$ cat src/rtl/input_flow_pkg.sv
// Shared types and constants for the main-FIFO input flow controller.
package input_flow_pkg;

    typedef enum logic [1:0] {
        RUN    = 2'd0,
        HOLD   = 2'd1,
        RESUME = 2'd2
    } flow_state_e;

    localparam int MODE_GLOBAL = 0;
    localparam int MODE_PER_VC = 1;

    // Width of a VC id field; never narrower than one bit.
    function automatic int vc_w(input int n);
        return (n <= 1) ? 1 : $clog2(n);
    endfunction

endpackage

$ cat src/rtl/sat_counter.sv
// Saturating up-counter with synchronous clear; holds at all-ones.
module sat_counter #(
    parameter int CNT_W = 16
) (
    input  logic             clk,
    input  logic             clear,
    input  logic             inc,
    output logic [CNT_W-1:0] cnt
);

    // Count increments, stopping at all-ones instead of wrapping.
    always_ff @(posedge clk) begin
        if (clear) begin
            cnt <= '0;
        end else if (inc && (cnt != '1)) begin
            cnt <= cnt + CNT_W'(1);
        end
    end

endmodule

$ cat src/rtl/input_flow_ctrl.sv
// Main-FIFO input flow controller: decides each cycle whether to pop the
// head word, forwards it registered with its VC id, discards bad-VC words,
// and applies a resume hysteresis after any pause.
module input_flow_ctrl
    import input_flow_pkg::*;
#(
    parameter int NUM_VC     = 2,
    parameter int DATA_W     = 6,
    parameter int VC_SEL_LSB = 4,
    parameter int MODE       = 0,
    parameter int RESUME_DLY = 2,
    parameter int CNT_W      = 16
) (
    input  logic                      clk,
    input  logic                      reset,
    input  logic [NUM_VC-1:0]         fifo_pause,
    input  logic                      fifo_empty_main,
    input  logic [DATA_W-1:0]         main_head,
    output logic                      pop_main,
    output logic                      pop_b,
    output logic                      valid_out,
    output logic [DATA_W-1:0]         data_out,
    output logic [vc_w(NUM_VC)-1:0]   vc_out,
    output logic                      err_vc,
    output logic [CNT_W-1:0]          pop_cnt,
    output logic [CNT_W-1:0]          stall_cnt
);

    localparam int VC_W = vc_w(NUM_VC);
    localparam int RC_W = (RESUME_DLY > 1) ? $clog2(RESUME_DLY) : 1;
    localparam logic [VC_W:0] NUM_VC_X = (VC_W+1)'(NUM_VC);

    flow_state_e      state;
    logic [RC_W-1:0]  rcnt;
    logic [VC_W-1:0]  head_vc;
    logic             head_ok;
    logic             head_paused;
    logic             blocked;
    logic             pop;

    assign head_vc = main_head[VC_SEL_LSB +: VC_W];
    assign head_ok = ({1'b0, head_vc} < NUM_VC_X);

    // Look up the pause of the head word's destination without indexing out of range.
    always_comb begin
        head_paused = 1'b0;
        for (int i = 0; i < NUM_VC; i++) begin
            if (head_vc == VC_W'(i)) begin
                head_paused = fifo_pause[i];
            end
        end
    end

    // A bad VC id never blocks in per-VC mode; it is popped and discarded.
    assign blocked = (MODE == MODE_GLOBAL) ? (|fifo_pause)
                   : (!fifo_empty_main && head_ok && head_paused);

    assign pop      = !reset && (state == RUN) && !fifo_empty_main && !blocked;
    assign pop_main = pop;
    assign pop_b    = pop;

    // Resume hysteresis: pops restart only after the pause stays low for the full window.
    always_ff @(posedge clk) begin
        if (reset) begin
            state <= RUN;
            rcnt  <= '0;
        end else begin
            case (state)
                RUN: begin
                    if (blocked) state <= HOLD;
                end
                HOLD: begin
                    if (!blocked) begin
                        if (RESUME_DLY == 0) begin
                            state <= RUN;
                        end else begin
                            state <= RESUME;
                            rcnt  <= RC_W'(RESUME_DLY - 1);
                        end
                    end
                end
                RESUME: begin
                    if (blocked) begin
                        state <= HOLD;
                    end else if (rcnt == '0) begin
                        state <= RUN;
                    end else begin
                        rcnt <= rcnt - RC_W'(1);
                    end
                end
                default: state <= RUN;
            endcase
        end
    end

    // Forward the popped word one cycle later; bad-VC words only raise err_vc.
    always_ff @(posedge clk) begin
        if (reset) begin
            valid_out <= 1'b0;
            err_vc    <= 1'b0;
            data_out  <= '0;
            vc_out    <= '0;
        end else begin
            valid_out <= pop && head_ok;
            err_vc    <= pop && !head_ok;
            if (pop && head_ok) begin
                data_out <= main_head;
                vc_out   <= head_vc;
            end
        end
    end

    sat_counter #(.CNT_W(CNT_W)) u_pop_cnt (
        .clk   (clk),
        .clear (reset),
        .inc   (pop),
        .cnt   (pop_cnt)
    );

    sat_counter #(.CNT_W(CNT_W)) u_stall_cnt (
        .clk   (clk),
        .clear (reset),
        .inc   (!fifo_empty_main && !pop),
        .cnt   (stall_cnt)
    );

endmodule
$ cat config.mk
export PLATFORM = sky130hd
export DESIGN_NAME = input_flow_ctrl
export DESIGN_NICKNAME = d
export VERILOG_FILES = /design/src/rtl/input_flow_pkg.sv /design/src/rtl/sat_counter.sv /design/src/rtl/input_flow_ctrl.sv
export SDC_FILE = /design/constraint.sdc
export NUM_CORES = 1
export LEC_CHECK = 0
export ABC_AREA = 1
export CORE_MARGIN = 2
export CORE_UTILIZATION = 47
export CTS_BUF_LIST = sky130_fd_sc_hd__clkbuf_8
export DETAILED_ROUTE_END_ITERATION = 7
export GPL_TIMING_DRIVEN = 0
export PLACE_DENSITY_LB_ADDON = 0.3
export SKIP_CTS_REPAIR_TIMING = 1
export SYNTH_ARGS = -nofsm -noshare
export SYNTH_HDL_FRONTEND = slang
export SYNTH_SLANG_ARGS = --single-unit
$ cat constraint.sdc
create_clock -name clk -period 1.43 [get_ports clk]
set_input_delay 0.3575 -clock clk [delete_from_list [all_inputs] [get_ports clk]]
set_output_delay 0.3575 -clock clk [all_outputs]
set_load 0.05 [all_outputs]
==> results.toml <==
[route]
drtIter0Drc = 163
dr.pass1.iters = 4
vias_per_cell = 5.18
postRouteAntennaNets = 0
drcViolationCount = 0
via_count = 2661
wl_per_cell_microns = 13.2
wirelength_microns = 6780

[worst_setup_path]
cp_slowest_stage_delay_ns = 0.37
cp.arrival_ns = 1.29
reg2reg_from = "u_pop_cnt.cnt[1]"
ff2ff_path_depth = 9
required_ns = 1.07
setup.worst_path.start = "state[0]"
startpoint_type = "register"
cp_max_fo = 8
cp-end-kind = "primary output"
worstSetupPathType = "reg -> out"
slowest_stage = "dfxtp_4"
path_cells = "inv_4 -> nand3_4 -> nor2_8 -> buf_12 -> buf_12 -> buf_12"
crit_top_cell = "buf_12"

[sta]
relSlewSlack_pct = 60.1
finalCriticalPeriod_ns = 1.65
hold_viol = 0
worstMarginPinSlew_ns = 0.598
setup_viol = 16
worst_slack_ns = -0.215
skew_ns = 0.00367
period_share_pct = 115
hold_ws_ns = 0.260
fmax_mhz = 608
rsz0062_at_grt = "yes"
drv_slew = 0

[global_routing]
grt_pass1_wl_microns = 9660
grt-ovfl-total = 0
grt_use_met1_pct = 28.8
met2_usage_pct = 37.5
antenna_found_initial = 0
grt_use_met3_pct = 5.22
grt_usage_pct = 22.3
grt-busiest-layer = "met2"
grt_pass1_vias = 2158
grt_max_degree = 14

[synthesis]
synth.mux.area_fraction_pct = 0
yosysTopAreaCell = "dfxtp_1"
yosys.area_share.simple_pct = 44.8
synthAdderAreaFrac_pct = 1.06
synth-seq-cells = 42
synth_top_area_share_pct = 35.8
synth_area_sq_um = 2350
synth_cells = 361
synth_common_cells = "nand2_1 (110), nor2_1 (67), dfxtp_1 (42)"
synth_nets = 374
ys_warn_count = 0
synth_cell_types = 34
synthFlopType = "dfxtp_1"
avgSynthCellArea_sq_um = 6.51
synth-edff-count = 0
synth.most_common_cell = "nand2_1"
ys_async_sr_fraction_pct = 0
synth-seq-area-share_pct = 35.8
synth_top_family_by_area = "simple AND/OR/NAND/NOR gates"
synth_area_leaders = "dfxtp_1 (36%), nand2_1 (18%), nor2_1 (11%)"
synth_compound_area_share_pct = 8.63
synthXorXnorAreaFrac_pct = 1.86

[outcome]
status = "complete, but fails checks"
violations = "setup timing"

[placed_design]
hpwl_microns = 4280
port_buffers = 51
place_inst = 479
place.gp.congestion = 0.873
pre_cts_slack_ns = -1.33

[floorplan]
rows = 25
die_area_sq_um = 5580
start_util_pct = 49.1
pin_count = 54
die_x_microns = 74.7
coreArea_sq_um = 4790
die_h_microns = 74.7

[clocking]
clock_sinks = 42
cts_tree = "yes"
cts-root-buf = "clkbuf_8"
clk_pin_slew_ns = 0.08
h-tree-depth = 2
clock_latency_ns = 0.30
cts_buffers = 5
clockBufferDepth = 2

[power]
clockPowerShare_pct = 37.6
power-per-cell-area_nw_per_um2 = 718
comb_power_share_pct = 15.0
finalPower_mw = 2.53
p_int_mw = 1.83
switching_share_pct = 27.6
vdd_ir_drop_max_v = 0.000534
seqPwrFrac_pct = 47.4
net-switching-power_uw = 698
cellLeakagePower_nw = 1.49

[job]
cap_violations = 0

[worst_hold_path]
min_path_type = "in -> reg"
min_from = "reset"
hold_depth = 2

[finish]
area_delta_synth_final_pct = 50.1
layout.cells.non_filler = 514
regArea_sq_um = 926
multiInputGateArea_sq_um = 1610
antenna_cells = 0
nets = 459
final_layout_size_suffix_gt1_share_pct = 43.2
fillers = 376
[cells by family (layout without fill, tap and decap cells)]
family          after synthesis  count (layout)
simple gates                236             236
flops                        42              42
compound gates               38              38
buf+inv                      37             123
xor+xnor                      5               5
fa+ha+maj                     2               2
other cells                   1               1
[cell usage in the layout (no fill, tap or decap), drive strengths merged]
cell / n
a21oi: 23
dlymetal6s2s: 4
xnor2: 2
nand2: 117
clkbuf: 44
a211oi: 1
bufinv: 1
dfxtp: 42
nand3: 27
clkdlybuf4s50: 6
conb: 1
o21bai: 1
nor3: 2
nand4: 8
ha: 2
nor2: 79
xor2: 3
or2: 1
buf: 39
o21ai: 13
inv: 29
nand3b: 2
[power groups by stage]
| stage | Combinational [mW] | Clock (mW) | Sequential, mW |
|---|---|---|---|
| final | 0.379 | 0.952 | 1.20 |
| after global routing | 0.401 | 1.04 | 1.20 |
| after CTS | 0.310 | 0.960 | 1.21 |
| after detailed placement | 0.309 | 0 | 1.24 |
| after global placement | 0.303 | 0 | 1.24 |
| after floorplan | 0.142 | 0 | 1.30 |
[worst max-delay path: cells and delay by family, from the launching register on]
kind | cells | cell delay, ns
buffers and inverters | 4 | 0.40
AND/OR/NAND/NOR | 2 | 0.21
flip-flops | 1 | 0.37
[sequential cells by signal, summed over array words and instances, names as in the netlist]
signal,flops
u_pop_cnt.cnt,16
u_stall_cnt.cnt,16
state,2
valid_out,1
data_out,6
rcnt,1
[worst paths after layout]
| check | end | slack (ns) |
|---|---|---|
| hold / removal | u_stall_cnt.cnt[0] | 0.26 |
| hold reg to reg | state[0] | 0.44 |
| setup reg to reg | u_pop_cnt.cnt[11] | -0.04 |
| setup / recovery | pop_main | -0.22 |
[through the flow]
step           utilization, %  area, sq um  setup TNS [ns]
2_1_floorplan               -         2510         -0.0638
3_3_place_gp             64.8         3100          -21.07
3_5_place_dp             64.8         3100          -23.27
4_1_cts                  67.1         3210          -25.46
5_1_grt                  73.7         3530           -2.46
6_report                 73.7         3530          -0.582
[routing by layer]
layer  wire (microns)  share of wire (%)  vias to the layer above
li1                 -                  -                     1316
met1             2850                 42                     1232
met2             3460                 51                       94
met3              340                5.0                       19
met4              133                2.0                        0
met5                0                  0                        -
[cell type report]
| type | instances | share of cell area, % |
|---|---|---|
| multi-input cells | 282 | 45.6 |
| plain buffers | 10 | 2.94 |
| clock inverters | 3 | 1.14 |
| repair buffers | 78 | 16.5 |
| clock buffers | 5 | 1.95 |
| well taps | 67 | 2.38 |
| flip-flops and latches | 42 | 26.3 |
| inverters | 27 | 3.23 |
Power figures use the tool's default switching activity.
